--- src/rtl/bcd_counter_ndigit.sv ---
// Multi-digit synchronous BCD up/down counter with parallel load, snapshot register
// and 7-segment decode of the snapshot. The full carry/borrow chain resolves in one cycle.
module bcd_counter_ndigit #(
    parameter int DIGITS         = 4,
    parameter bit ACTIVE_LOW_SEG = 1'b1
) (
    input  logic                  clk,
    input  logic                  rst,
    input  logic                  en,
    input  logic                  up,
    input  logic                  load,
    input  logic [4*DIGITS-1:0]   load_val,
    input  logic                  latch,
    output logic [4*DIGITS-1:0]   count,
    output logic [4*DIGITS-1:0]   held,
    output logic [7*DIGITS-1:0]   seg,
    output logic                  carry,
    output logic                  ovf
);

    logic [4*DIGITS-1:0] r_count;
    logic [4*DIGITS-1:0] r_held;
    logic                r_carry;
    logic                r_ovf;

    logic [4*DIGITS-1:0] w_next;
    logic [4*DIGITS-1:0] w_load_sat;
    logic                w_chain;
    logic [3:0]          w_digit;

    // Segment pattern in active-low form, bit order {g,f,e,d,c,b,a}.
    function automatic logic [6:0] seg_pattern(input logic [3:0] d);
        case (d)
            4'd0:    seg_pattern = 7'b1000000;
            4'd1:    seg_pattern = 7'b1111001;
            4'd2:    seg_pattern = 7'b0100100;
            4'd3:    seg_pattern = 7'b0110000;
            4'd4:    seg_pattern = 7'b0011001;
            4'd5:    seg_pattern = 7'b0010010;
            4'd6:    seg_pattern = 7'b0000010;
            4'd7:    seg_pattern = 7'b1111000;
            4'd8:    seg_pattern = 7'b0000000;
            4'd9:    seg_pattern = 7'b0010000;
            default: seg_pattern = 7'b1111111;
        endcase
    endfunction

    // Next count: w_chain carries the increment/borrow request digit to digit.
    // When it survives past the last digit, every digit wrapped.
    always_comb begin
        w_next  = r_count;
        w_chain = 1'b1;
        w_digit = 4'd0;
        for (int i = 0; i < DIGITS; i++) begin
            w_digit = r_count[4*i +: 4];
            if (w_chain) begin
                if (up) begin
                    if (w_digit == 4'd9) begin
                        w_next[4*i +: 4] = 4'd0;
                    end else begin
                        w_next[4*i +: 4] = w_digit + 4'd1;
                        w_chain          = 1'b0;
                    end
                end else begin
                    if (w_digit == 4'd0) begin
                        w_next[4*i +: 4] = 4'd9;
                    end else begin
                        w_next[4*i +: 4] = w_digit - 4'd1;
                        w_chain          = 1'b0;
                    end
                end
            end
        end
    end

    always_comb begin
        w_load_sat = '0;
        for (int i = 0; i < DIGITS; i++) begin
            w_load_sat[4*i +: 4] = (load_val[4*i +: 4] > 4'd9) ? 4'd9 : load_val[4*i +: 4];
        end
    end

    always_ff @(posedge clk) begin
        if (rst) begin
            r_count <= '0;
            r_held  <= '0;
            r_carry <= 1'b0;
            r_ovf   <= 1'b0;
        end else begin
            // Snapshot takes the pre-update count, regardless of load/en.
            if (latch) begin
                r_held <= r_count;
            end
            if (load) begin
                r_count <= w_load_sat;
                r_carry <= 1'b0;
                r_ovf   <= 1'b0;
            end else if (en) begin
                r_count <= w_next;
                r_carry <= w_chain;
                if (w_chain) begin
                    r_ovf <= 1'b1;
                end
            end else begin
                r_carry <= 1'b0;
            end
        end
    end

    always_comb begin
        seg = '0;
        for (int i = 0; i < DIGITS; i++) begin
            seg[7*i +: 7] = ACTIVE_LOW_SEG ? seg_pattern(r_held[4*i +: 4])
                                           : ~seg_pattern(r_held[4*i +: 4]);
        end
    end

    assign count = r_count;
    assign held  = r_held;
    assign carry = r_carry;
    assign ovf   = r_ovf;

endmodule

--- config.mk ---
export PLATFORM = sky130hd
export DESIGN_NAME = bcd_counter_ndigit
export DESIGN_NICKNAME = d
export VERILOG_FILES = /design/src/rtl/bcd_counter_ndigit.sv
export SDC_FILE = /design/constraint.sdc
export NUM_CORES = 1
export LEC_CHECK = 0
export ABC_AREA = 1
export CORE_MARGIN = 1
export CORE_UTILIZATION = 45
export CTS_BUF_LIST = sky130_fd_sc_hd__clkbuf_16
export DETAILED_ROUTE_END_ITERATION = 7
export GPL_ROUTABILITY_DRIVEN = 0
export PLACE_DENSITY = 0.73
export SYNTH_ARGS = -nofsm -noshare
export SYNTH_HDL_FRONTEND = slang
export SYNTH_SLANG_ARGS = --single-unit
--- constraint.sdc ---
create_clock -name clk -period 1.7 [get_ports clk]
set_input_delay 0.34 -clock clk [delete_from_list [all_inputs] [get_ports clk]]
set_output_delay 0.34 -clock clk [all_outputs]
set_load 0.05 [all_outputs]
==> impl_results.md, run 1 <==
- Status: finished, final reports clean
- Tightest Hold Check Type: primary input to register
- Core area: 7410 sq um
- Multi-input gate area: between 2000 and 2500 sq um
- Avg Cell Area, Syn: 7.11 sq um
- Met2 Usage GRT: about two fifths
- Hold Path Depth: 2
- Asr flop ratio synth: 0%
- IO Port Bufs: 83
- Row count: 31
- VDD IR-drop max: approximately 600 uV
- Ant diodes: 0
- Number of synthesized flops with an enable pin: 0
- Worst-path clk slew: around 60 ps
- CP Max Fanout: 5
- Critical path buffers and inverters: 2
- Clock Path Buffers: 2
- Die width: 90.4 um
- Post-route ant nets: 0
- Net Count, Synth: 537
- Met3 Usage GRT: under 10%
- Post-synth top area share: roughly a third
- Synth cell types: 36
- Crit path time final: ~1500 ps
- Share of layout cells above drive strength 1: 31.2%
- Worst slew margin: approximately 70%
- Drt first pass iters: 5
- Crit path required time: between 1500 and 2000 ps
- CTS Root Cell: clkbuf_16
- Clock sinks: 62
- CP max stage delay: approximately 470 ps
- Post-DP HPWL: 7050 um
- DRT iter0 DRCs: approximately 110
- Most frequent cells after synthesis: 91 x nand2_1, 82 x nor2_1, 62 x dfxtp_1
- Dpl ws: -479 ps
- First-pass GRT wire length: roughly 16000 um
- Via count: about 3600
- Initial antenna violation count: 0
- Synth area leader: dfxtp_1
- CP cell instances: clkdlybuf4s50_1 > inv_1 > nand3_1 > nand2_1 > nand2_2 > o21ai_4 > o21ai_0 > nor2_1
- Crit end category: register
- Vias in the first global route: around 3500
- Final hold vios: 0
- DR vias/cell: just under 5
- Register area: 1260 sq um
- Register area share after synthesis: 35.3%
- Final core utilization: 69.0%
- Top FF cell, synth: dfxtp_1
- Final WL: 9370 um
- Die H: 90.4 um
- Fmax: ~650 MHz
- CTS tree: yes
- Routed len/inst: ~13 um
- # fillers: just over 600
- Worst hold slack: ~380 ps
- Largest net degree at the start of global routing: 16
- P_leak: 2.43 nW
- Crit path max-delay family: buffers and inverters
- GRT Util Overall: between 20 and 25%
- Final net count: 669
- Die area: 8180 sq um
- Worst slew pin tran: ~450 ps
- Worst path depth: 8
- Maxcap violations: 0
- Synth Warn #: 0
- Congestion Overflow GR: 0
- Later-pin clock latency in the skew report: 330 ps
- Fin crit share: roughly 90%
- Seq cells post-synth: 62
- Cts bufs inserted: 9
- Final Max Slew Viols: 0
- Worst path slowest cell: clkdlybuf4s50_1
- Starting Density: 47.5%
- Area contributors post-synth: dfxtp_1 35%, nand2_1 9.7%, nor2_1 8.7%
- Power Density: 1040 nW/um^2
- Non-Filler Instances: 730
- Inst Count DP: 710
- WS Path Type: primary input to register
- RSZ-0062 raised after global routing: false
- DRC violations left: 0
- Final worst setup slack: between 150 and 200 ps
- Design Power: 5.30 mW
- Met1 Usage GRT: 28.1%
- R2R cell count: 7
- Io pins: between 80 and 90
- Final setup viols: 0
- Critical path startpoint category: primary input
- Worst Skew: about 6.0 ps
- P&R area growth vs syn: 45.2%
- Crit path DAT: 1790 ps
- Cells after synthesis: slightly below 500
- Most used routing layer: met2
- Post-Syn Area: 3520 sq um
- Cell with the most instances after synthesis: nand2_1
- Htree depth: 3
[flip-flops by register name, indices dropped and copies added (netlist names)]
| name | cells |
|---|---|
| held | 16 |
| carry | 1 |
| count | 16 |
| seg | 28 |
| ovf | 1 |
[power by group]
part | switching, mW | internal (mW)
Clock | 0.674 | 1.27
Sequential | 0.105 | 1.61
Combinational | 1.06 | 0.580
[layout make-up]
cell class	instances	area share, %
clock buffer	9	4.41
sequential	62	24.6
clock inverter	6	1.71
tap	99	2.42
inverter	52	3.97
timing repair buffer	136	23.6
multi-input combinational	366	39.3
[cells by family (layout without fill, tap and decap cells)]
| family | count (synthesis) | in the layout | share of synthesized area [%] |
|---|---|---|---|
| adder cells (fa/ha/maj) | 20 | 20 | 7.11 |
| XOR/XNOR | 1 | 1 | 0.249 |
| AND/OR/NAND/NOR | 255 | 255 | 34.7 |
| AO/OA/AOI/OAI | 90 | 90 | 14.2 |
| buffers and inverters | 67 | 203 | 8.50 |
| flip-flops | 62 | 62 | 35.3 |
[timing repair]
item / in CTS / in global routing
pin swaps: 2 / 0
setup buffers: 4 / 0
cloned: 1 / 0
setup endpoints to repair: 17 / 2
resized for setup: 12 / 2
hold buffers: 0 / 0
[placed cells by master, fill, tap and decap left out, types with 2 or more instances in the layout]
master / instances
nor2_1: 81
nor2_2: 6
a21oi_1: 17
clkdlybuf4s50_1: 19
nor3_4: 8
o21ai_2: 5
nor3_2: 8
nor3_1: 9
nand2_2: 6
nand2_1: 91
o211ai_1: 2
o21ai_0: 40
buf_12: 9
ha_1: 19
inv_2: 13
clkinvlp_4: 3
bufinv_16: 2
nand3_1: 41
dfxtp_1: 50
clkbuf_16: 9
buf_4: 105
inv_1: 37
a31oi_1: 2
dfxtp_2: 12
o21ai_1: 18
[metal layers]
layer / up-vias / part of all wire [%] / wire (um)
met5: - / 0 / 0
met4: 0 / 2.3 / 214
met3: 21 / 5.9 / 549
met2: 110 / 48 / 4470
met1: 1620 / 44 / 4140
li1: 1875 / - / -
[stage by stage]
stage          cell area (sq um)  setup TNS [ps]
4_1_cts                     5100               0
3_5_place_dp                4700          -11240
5_1_grt                     5110               0
3_3_place_gp                4700          -10450
6_report                    5110               0
2_1_floorplan               3540           -19.0
[worst paths after layout]
check	from	endpoint	slack [ps]
hold reg to reg	ovf	ovf	470
hold / removal	rst	held[9]	380
setup / recovery	up	count[11]	160
setup reg to reg	count[0]	count[11]	240
Power figures use the tool's default switching activity.
==> inputs of run 2 (changes only) <==
ABC_AREA = unset   (was 1)
PLACE_DENSITY = 0.74   (was 0.73)
==> run 2 against run 1 <==
Against the previous run: the run now ends with negative setup slack left; utilization is 1.8 points higher; first-iteration DRC count is 120% higher; wire length is 7.2% higher; sequential power is 4% lower; combinational power is 21% lower; register-to-register slack worse by 280 ps; critical endpoint is now count[10]; cell count is 9.7% lower; global-route usage is 0.78 points higher.
==> impl_results.md, run 2 <==
- Status: finished, violations left
- Violated checks: negative setup slack
- Row count: 31
- Final worst setup slack: -110 ps
- Final setup viols: 1
- Fin crit share: 106%
- Final net count: just under 600
- Htree depth: 3
- Later-pin clock latency in the skew report: ~320 ps
- Routed len/inst: approximately 15 um
- Largest family of logic cells by synthesized area: simple AND/OR/NAND/NOR gates
- RSZ-0062 raised after global routing: true
- Non-Filler Instances: around 660
- Crit path required time: around 1900 ps
- Post-Syn Area: between 3000 and 4000 sq um
- Synth cell types: 53
- Power Density: just under 900 nW/um^2
- Total Negative Setup Slacks: -110 ps
- Final WL: approximately 10000 um
- Mux cell area share after synthesis: 7.50%
- Number of synthesized flops with an enable pin: 0
- Clock Path Buffers: 2
- Largest net degree at the start of global routing: 22
- GRT Util Overall: 24.8%
- IO Port Bufs: 83
- Most frequent cells in the layout: 117 x buf_4, 43 x nor2_1, 42 x dfxtp_1
- Most frequent cells after synthesis: 62 x dfxtp_1, 50 x nor2_1, 34 x a21oi_1
- Crit end category: register
- Final hold vios: 0
- DRC violations left: 0
- Worst Skew: ~5.4 ps
- Drt first pass iters: 6
- Final Max Slew Viols: 0
- First-pass GRT wire length: 16300 um
- Via count: 3578
- Cell with the most instances after synthesis: dfxtp_1
- Fmax: around 550 MHz
- DRT iter0 DRCs: around 230
- XOR/XNOR share of the synthesized area: 1.51%
- Initial antenna violation count: 0
- CTS tree: yes
- Avg Cell Area, Syn: between 8 and 9 sq um
- Die H: 89.8 um
- Post-route ant nets: 0
- Tightest Hold Check Type: register to register
- Synth Area in Adders: a little over 7%
- Die width: 89.8 um
- Worst-path clk slew: ~50 ps
- Final core utilization: roughly 71%
- Inst Count DP: around 640
- Worst slew pin tran: about 390 ps
- Vias in the first global route: 3434
- VDD IR-drop max: 500 uV
- WS Path Type: primary input to register
- Crit path DAT: 2000 ps
- Ant diodes: 0
- Clock sinks: 62
- Worst slew margin: between 70% and 80%
- DR vias/cell: around 5.4
- Cts hold-fix bufs: 0
- Top FF cell, synth: dfxtp_1
- Crit path time final: 1810 ps
- Io pins: 84
- Asr flop ratio synth: 0%
- Synth area leader: dfxtp_1
- Seq cells post-synth: between 60 and 70
- Net Count, Synth: around 470
- Core area: 7370 sq um
- Register area share after synthesis: between 30% and 40%
- CTS Root Cell: clkbuf_16
- Commonest non-fill, non-tap cell in the layout: buf_4
- Cts bufs inserted: 9
- Largest register FFs: 28
- Area contributors post-synth: dfxtp_1 36%, mux2i_1 7.5%, ha_1 7.2%
- P_leak: about 2.3 nW
- Dpl ws: -543 ps
- Share of layout cells above drive strength 1: 36.8%
- Post-synth top area share: a little over a third
- Cells after synthesis: approximately 430
- Critical path startpoint category: primary input
- Post-synthesis compound-gate area fraction: 19.8%
- Starting Density: a little under half
- Post-DP HPWL: around 7000 um
- Maxcap violations: 0
- P&R area growth vs syn: 50.1%
- CP Max Fanout: 9
- Synth Warn #: 0
- Die area: just over 8000 sq um
- Congestion Overflow GR: 0
- Simple-Gate Fraction of Synth Area: a little over a fifth
[run 2: path summary, 6_finish.rpt]
path                               start   endpoint  slack (ps)  cells past startpoint
worst max-delay path                  up  count[10]        -110                      8
worst min-delay path                 ovf        ovf         470                      1
worst max register to register  count[8]  count[10]         -40                      6
worst min register to register       ovf        ovf         470                      1
[run 2: area by class of cell]
cell class	instances	area, sq um
Clock inverter	6	35.0
Sequential cell	62	1290
Timing Repair Buffer	152	1320
Clock buffer	10	250
Multi-Input combinational cell	309	2110
Tap cell	99	124
Inverter	21	78.8
Fill cell	535	2160
[run 2: through the flow]
stage          power [mW]  cell area [sq um]  hold slack, ps
2_1_floorplan        2.44               3570             470
3_3_place_gp         2.86               4740             457
3_5_place_dp         2.88               4740             456
4_1_cts              4.64               5130             469
5_1_grt              4.84               5210             504
6_report             4.64               5210             467
[run 2: cell families (layout without fill, tap and decap cells)]
family | after synthesis | after routing
flops | 62 | 62
simple gates | 145 | 145
mux | 26 | 26
fa+ha+maj | 20 | 20
compound gates | 112 | 112
xor+xnor | 6 | 6
buf+inv | 55 | 189
[run 2: routing by layer]
layer / up-vias / wire, um / GRT usage [%] / part of all wire [%]
met1: 1653 / 4150 / 30.0 / 41
li1: 1747 / - / - / -
met3: 34 / 704 / 7.53 / 7.0
met2: 144 / 4900 / 40.8 / 49
met5: - / 0 / 0 / 0
met4: 0 / 294 / 10.8 / 2.9
[run 2: power breakdown]
group | leakage, nW | total (mW) | internal, mW | switching (mW)
sequential | 0.518 | 1.65 | 1.56 | 0.0869
combinational | 1.68 | 1.29 | 0.514 | 0.772
clock | 0.143 | 1.71 | 1.06 | 0.647
[run 2: timing repair]
item	CTS	global route
pin swaps	3	5
buffers inserted	4	2
setup endpoints to repair	39	18
gates cloned	2	0
gates resized for setup	15	17
[run 2: critical path: stages]
cell and delay (ps):
dlygate4sd2_1 270, buf_2 170, buf_4 170, or2_2 290
a32oi_1 220, a21oi_1 120, a31oi_1 290, a211oi_2 120
